## config.mk

```make
export PLATFORM = sky130hd
export DESIGN_NAME = cla_seq_adder
export DESIGN_NICKNAME = d
export VERILOG_FILES = /design/src/rtl/cla_pkg.sv /design/src/rtl/cla_block.sv /design/src/rtl/cla_seq_adder.sv
export SDC_FILE = /design/constraint.sdc
export NUM_CORES = 1
export LEC_CHECK = 0
export BUFFER_PORTS_ARGS = -buffer_cell sky130_fd_sc_hd__buf_2
export CORE_MARGIN = 8
export CORE_UTILIZATION = 55
export CTS_CLUSTER_DIAMETER = 40
export DETAILED_ROUTE_END_ITERATION = 10
export GPL_ROUTABILITY_DRIVEN = 0
export PLACE_DENSITY = 0.85
export SLEW_MARGIN = 20
export SYNTH_ARGS = -nofsm -noshare
export SYNTH_HDL_FRONTEND = slang
export SYNTH_HIERARCHICAL = 1
export SYNTH_SLANG_ARGS = --single-unit
```

## constraint.sdc

```tcl
create_clock -name clk -period 3.23 [get_ports clk]
set_clock_uncertainty 0.05 [all_clocks]
set_input_delay 0.323 -clock clk [delete_from_list [all_inputs] [get_ports clk]]
set_output_delay 0.323 -clock clk [all_outputs]
set_load 0.005 [all_outputs]
```

## src/rtl/cla_pkg.sv

```systemverilog
// -----------------------------------------------------------------------------
// cla_pkg
// Shared definitions for the multi-cycle carry-lookahead adder/subtractor.
//   - state_t : controller state encoding (IDLE, RUN, DONE)
//   - clog2   : ceiling log2 used to size the chunk index counter
// -----------------------------------------------------------------------------
package cla_pkg;

    typedef enum logic [1:0] {
        IDLE = 2'd0,
        RUN  = 2'd1,
        DONE = 2'd2
    } state_t;

    // Ceiling log2 for elaboration-time sizing; clog2(1) = 0.
    function automatic int clog2(input int n);
        int r;
        r = 0;
        for (int i = 0; i < 31; i++) begin
            if ((1 << i) < n) begin
                r = i + 1;
            end
        end
        return r;
    endfunction

endpackage

```

## src/rtl/cla_block.sv

```systemverilog
// -----------------------------------------------------------------------------
// cla_block
// Combinational BLOCK-bit carry-lookahead adder.
// Ports:
//   a_i, b_i     : BLOCK-bit operands
//   cin_i        : carry into bit 0
//   sum_o        : BLOCK-bit sum
//   cout_o       : carry out of the top bit
//   c_msb_in_o   : carry into the top bit (used for signed overflow)
// -----------------------------------------------------------------------------
module cla_block #(
    parameter int BLOCK = 8
) (
    input  logic [BLOCK-1:0] a_i,
    input  logic [BLOCK-1:0] b_i,
    input  logic             cin_i,
    output logic [BLOCK-1:0] sum_o,
    output logic             cout_o,
    output logic             c_msb_in_o
);

    logic [BLOCK-1:0] g;
    logic [BLOCK-1:0] p;
    logic [BLOCK:0]   c;
    logic             acc;
    logic             prop;

    assign g = a_i & b_i;
    assign p = a_i ^ b_i;

    // Each carry is expanded as a flat sum of products:
    //   c[i+1] = g[i] | p[i]g[i-1] | ... | p[i]..p[0]cin
    // so no carry depends on another carry signal.
    always_comb begin
        c    = '0;
        acc  = 1'b0;
        prop = 1'b1;
        c[0] = cin_i;
        for (int i = 0; i < BLOCK; i++) begin
            acc  = 1'b0;
            prop = 1'b1;
            for (int j = i; j >= 0; j--) begin
                acc  = acc | (prop & g[j]);
                prop = prop & p[j];
            end
            acc      = acc | (prop & cin_i);
            c[i+1]   = acc;
        end
    end

    assign sum_o      = p ^ c[BLOCK-1:0];
    assign cout_o     = c[BLOCK];
    assign c_msb_in_o = c[BLOCK-1];

endmodule

```

## src/rtl/cla_seq_adder.sv

```systemverilog
// -----------------------------------------------------------------------------
// cla_seq_adder
// Multi-cycle WIDTH-bit adder/subtractor processing one BLOCK-bit chunk per
// clock (LSB chunk first) through a combinational carry-lookahead block.
// Ports:
//   clk, rst_n   : clock (rising edge), asynchronous active-low reset
//   start        : operation request, accepted when busy=0
//   a, b         : operands, captured on the accepting edge
//   cin          : carry-in for add (ignored for subtract)
//   sub          : 1 selects a - b, captured with the operands
//   busy         : high while chunks are being processed
//   done         : one-cycle pulse, result outputs valid
//   sum          : result (partial values visible while busy)
//   cout         : carry out of the MSB (for subtract: 1 = no borrow)
//   overflow     : signed overflow of the completed operation
//   dbg_state_o  : current controller state (debug visibility)
//
// Handshake: a request is taken on any rising edge where start=1 and busy=0
// (IDLE or DONE state); while busy=1 start is ignored and nothing is queued.
// The result is valid in the single cycle where done=1 and stays on the
// outputs until the next accepted operation begins writing chunks.
// -----------------------------------------------------------------------------
module cla_seq_adder
    import cla_pkg::*;
#(
    parameter int WIDTH = 32,
    parameter int BLOCK = 8
) (
    input  logic             clk,
    input  logic             rst_n,
    input  logic             start,
    input  logic [WIDTH-1:0] a,
    input  logic [WIDTH-1:0] b,
    input  logic             cin,
    input  logic             sub,
    output logic             busy,
    output logic             done,
    output logic [WIDTH-1:0] sum,
    output logic             cout,
    output logic             overflow,
    output logic [1:0]       dbg_state_o
);

    localparam int NCHUNK = WIDTH / BLOCK;
    localparam int IDXW   = (clog2(NCHUNK) < 1) ? 1 : clog2(NCHUNK);

    state_t            state_q, state_d;
    logic [IDXW-1:0]   idx_q, idx_d;
    logic [WIDTH-1:0]  a_q, a_d;
    logic [WIDTH-1:0]  b_q, b_d;
    logic              carry_q, carry_d;
    logic [WIDTH-1:0]  sum_q, sum_d;
    logic              cout_q, cout_d;
    logic              ovf_q, ovf_d;

    logic [BLOCK-1:0]  blk_a;
    logic [BLOCK-1:0]  blk_b;
    logic [BLOCK-1:0]  blk_sum;
    logic              blk_cout;
    logic              blk_cmsb;
    logic              accept;
    logic              is_last;

    // Select the chunk addressed by idx_q from the captured operands.
    always_comb begin
        blk_a = '0;
        blk_b = '0;
        for (int k = 0; k < NCHUNK; k++) begin
            if (idx_q == IDXW'(k)) begin
                blk_a = a_q[k*BLOCK +: BLOCK];
                blk_b = b_q[k*BLOCK +: BLOCK];
            end
        end
    end

    cla_block #(
        .BLOCK(BLOCK)
    ) u_cla_block (
        .a_i        (blk_a),
        .b_i        (blk_b),
        .cin_i      (carry_q),
        .sum_o      (blk_sum),
        .cout_o     (blk_cout),
        .c_msb_in_o (blk_cmsb)
    );

    assign accept  = start && (state_q != RUN);
    assign is_last = (idx_q == IDXW'(NCHUNK - 1));

    always_comb begin
        state_d = state_q;
        idx_d   = idx_q;
        a_d     = a_q;
        b_d     = b_q;
        carry_d = carry_q;
        sum_d   = sum_q;
        cout_d  = cout_q;
        ovf_d   = ovf_q;

        case (state_q)
            IDLE, DONE: begin
                if (accept) begin
                    // Subtraction is a + ~b + 1: invert b once here and
                    // force the initial carry, so RUN only ever adds.
                    state_d = RUN;
                    idx_d   = '0;
                    a_d     = a;
                    b_d     = b ^ {WIDTH{sub}};
                    carry_d = sub | cin;
                end else begin
                    state_d = IDLE;
                end
            end
            RUN: begin
                for (int k = 0; k < NCHUNK; k++) begin
                    if (idx_q == IDXW'(k)) begin
                        sum_d[k*BLOCK +: BLOCK] = blk_sum;
                    end
                end
                carry_d = blk_cout;
                idx_d   = idx_q + IDXW'(1);
                if (is_last) begin
                    // On the top chunk the block's carry into its MSB is
                    // the carry into bit WIDTH-1 of the full word.
                    cout_d  = blk_cout;
                    ovf_d   = blk_cmsb ^ blk_cout;
                    idx_d   = '0;
                    state_d = DONE;
                end
            end
            default: begin
                state_d = IDLE;
            end
        endcase
    end

    always_ff @(posedge clk or negedge rst_n) begin
        if (!rst_n) begin
            state_q <= IDLE;
            idx_q   <= '0;
            a_q     <= '0;
            b_q     <= '0;
            carry_q <= 1'b0;
            sum_q   <= '0;
            cout_q  <= 1'b0;
            ovf_q   <= 1'b0;
        end else begin
            state_q <= state_d;
            idx_q   <= idx_d;
            a_q     <= a_d;
            b_q     <= b_d;
            carry_q <= carry_d;
            sum_q   <= sum_d;
            cout_q  <= cout_d;
            ovf_q   <= ovf_d;
        end
    end

    assign busy        = (state_q == RUN);
    assign done        = (state_q == DONE);
    assign sum         = sum_q;
    assign cout        = cout_q;
    assign overflow    = ovf_q;
    assign dbg_state_o = state_q;

endmodule

```

==> impl_metrics.py <==
metrics = {
    "yosys": {
        "netlist.area_leader.share_pct": 51.8,
        "seq_area_frac_synth_pct": 51.8,
        "yosys_warnings": 6,
        "syn_nets": 514,
        "avgSynthCellArea_um2": 11.5,
        "netlist_area_um2": 4970,
        "ys_ff_latch": 103,
        "syn-instance-count": 431,
        "synthDistinctLibCells": 34,
        "synth_area_leaders": "dfrtp_1 (52%), mux2_2 (15%), xnor2_1 (6.2%)",
        "synth_area_leader_cell": "dfrtp_1",
    },
    "route": {
        "vias": 3616,
        "wl_per_cell_um": 17.9,
        "drc": 0,
        "drt-initial-drc-count": 204,
        "ant_nets": 0,
        "met2_length_um": 5570,
        "top_layer": "met4",
        "drtPass1Iterations": 4,
        "wirelength_um": 11600,
        "wl_met3_um": 739,
        "avgViaCountPerCell": 5.57,
        "m1WireLength_um": 5060,
    },
    "global_route": {
        "grt_max_degree": 69,
        "grt-ovfl-total": 0,
        "grt_pass1_vias": 3933,
        "grt_first_pass_wirelength_um": 19300,
        "antenna_found_initial": 0,
        "track_usage_pct": 18.9,
    },
    "final_layout": {
        "fin_cells": 649,
        "final_cell_mix": "buf_2 (105), dfrtp_1 (102), mux2_2 (65)",
        "utilization_pct": 67.3,
        "fillers": 668,
        "multi_input_area_um2": 2260,
        "nets": 619,
        "final_common_cell": "buf_2",
        "num_antenna_cells": 0,
        "drive_above_1_share_pct": 39.7,
        "regArea_um2": 2580,
        "area_delta_synth_final_pct": 18.5,
    },
    "job": {
        "max_cap_viol_count": 0,
    },
    "timing": {
        "max_freq_mhz": 322,
        "final-hold-violation-count": 0,
        "finalMaxSlewViolations": 0,
        "worst_pin_slew_ps": 849,
        "fin_crit_sh_pct": 96.1,
        "relSlewSlack_pct": 43.4,
        "setup_violations": 0,
        "period_needed_ps": 3110,
    },
    "worst_setup_path": {
        "rr_worst_depth": 12,
        "critPathKind": "flop to flop",
        "crit_slowest_cell": "dfrtp_2",
        "start_kind": "flop",
        "max_stage_delay_ps": 420,
        "cp_cell_sequence": "inv_1 -> ha_2 -> nand2b_1 -> buf_4 -> o22ai_1 -> a31oi_1 -> ha_1 -> a21o_1 -> a22o_1 -> a21o_1 -> or2_1 -> a221o_1",
        "crit_path_end_kind": "flop",
        "required_ps": 3440,
        "crit_top_cell": "a21o_1",
        "crit_arrival_ps": 3310,
        "crit_fanout": 15,
    },
    "min_path": {
        "hold_depth": 2,
        "hold_class": "input pin to flop",
    },
    "power_and_ir_drop": {
        "power_density_nw_per_um2": 1280,
        "leakage_nw": 2.74,
        "peakVddDrop_mv": 0.631,
    },
    "placed_design": {
        "place_inst": 628,
        "dp_hpwl_um": 8790,
        "io_buffers": 106,
    },
    "floorplanning": {
        "core_area_um2": 8760,
        "io_pins": 107,
        "initial_core_util_pct": 56.8,
        "fp.dieArea_um2": 12300,
        "die_y_um": 111,
        "rows": 34,
        "die_w_um": 111,
    },
    "cts": {
        "numCtsBuffers": 9,
        "cts.clk_slew.worst_paths_ps": 110,
        "cts_buffer_depth": 2,
        "h-tree-depth": 3,
        "cts_tree": "yes",
        "clock-sinks": 103,
        "clkLatencyLatePin_ps": 380,
        "cts_root_buffer": "clkbuf_8",
    },
    "status": {
        "status": "complete, no violations",
    },
}
-- cells by family (layout without fill, tap and decap cells) --
kind of cell	after synthesis	after routing	synth area share, %
AO/OA/AOI/OAI	88	88	10.9
XOR/XNOR	37	37	6.51
adder cells (fa/ha/maj)	14	14	3.67
buffers and inverters	34	144	3.62
flip-flops	103	103	51.8
multiplexers	65	65	14.7
AND/OR/NAND/NOR	90	90	8.75
-- report_power, final --
group / internal [mW] / switching (mW) / total (mW)
Sequential: 1.96 / 0.392 / 2.35
Combinational: 1.96 / 2.30 / 4.26
Clock: 0.461 / 0.451 / 0.912
-- final timing paths --
| path | start | to | slack, ps |
|---|---|---|---|
| setup / recovery | idx_q[0] | carry_q | 120 |
| hold / removal | a[31] | a_q[31] | 120 |
| setup reg to reg | idx_q[0] | carry_q | 120 |
| hold reg to reg | b_q[24] | b_q[24] | 440 |
| max in group asynchronous | rst_n | idx_q[0] | 1950 |
| min in group asynchronous | rst_n | sum[13] | 470 |
-- state kept, by name, summed over array words and instances, names as in the netlist --
register     count
carry_q          1
sum             32
dbg_state_o      2
overflow         1
a_q             32
b_q             32
idx_q            2
cout             1
-- synth_stat cells --
| cell | count |
|---|---|
| clkbuf_1 | 7 |
| nand2_1 | 53 |
| xor2_1 | 2 |
| o211ai_2 | 1 |
| nand2_2 | 3 |
| inv_2 | 1 |
| a21oi_1 | 4 |
| buf_6 | 3 |
| buf_4 | 5 |
| a221o_1 | 1 |
| xnor2_1 | 35 |
| buf_2 | 9 |
| a221oi_2 | 2 |
| or3b_2 | 1 |
| a211oi_1 | 1 |
| a31oi_1 | 16 |
| a21o_1 | 7 |
| a22o_1 | 3 |
| mux2_2 | 65 |
| inv_1 | 9 |
| or2_1 | 1 |
| o22ai_1 | 15 |
| nor2b_1 | 1 |
| ha_1 | 13 |
| and3_1 | 2 |
| dfrtp_1 | 103 |
| nor3_1 | 1 |
| o21ai_0 | 36 |
| fa_1 | 1 |
| nand3b_1 | 17 |
| nor2_1 | 7 |
| and2_1 | 1 |
| o21ai_1 | 2 |
| nand2b_1 | 3 |
-- area by class of cell --
type,instances,share of cell area (%)
multi-input cells,294,38.3
well taps,108,2.29
clock buffers,10,2.33
repair buffers,118,11.0
inverters,10,0.700
flip-flops and latches,103,43.7
clock inverters,6,1.59
-- worst max-delay path: cells and delay by family (launching register included) --
kind / cells / cell delay, ps
AO/OA/AOI/OAI: 6 / 1310
adder cells (fa/ha/maj): 2 / 580
buffers and inverters: 2 / 300
flip-flops: 1 / 420
AND/OR/NAND/NOR: 2 / 330
-- per-layer routing --
layer  vias up  global-route usage, %
li1       1720                      -
met1      1744                   22.9
met2       126                   31.4
met3        26                   5.09
met4         0                   7.64
met5         -                      0
-- timing repair --
action | CTS | global route
hold endpoints to repair | 50 | 0
cloned | 0 | 0
pin swaps | 0 | 1
setup buffers | 2 | 2
hold buffers | 1 | 0
resized for setup | 1 | 8
setup endpoints to repair | 11 | 19
-- stage by stage --
stage	area (um^2)	power [mW]	setup TNS, ps	worst slack (ps)	hold WS, ps
2_1_floorplan	4970	5.23	0	283	-22.6
3_3_place_gp	5590	6.18	0	101	329
3_5_place_dp	5590	6.45	-392	-47.6	339
4_1_cts	5850	7.38	0	30.8	119
5_1_grt	5900	8.05	-130	-34.2	115
6_report	5900	7.52	0	125	118
Note: power is estimated with default switching activity, not from simulation.
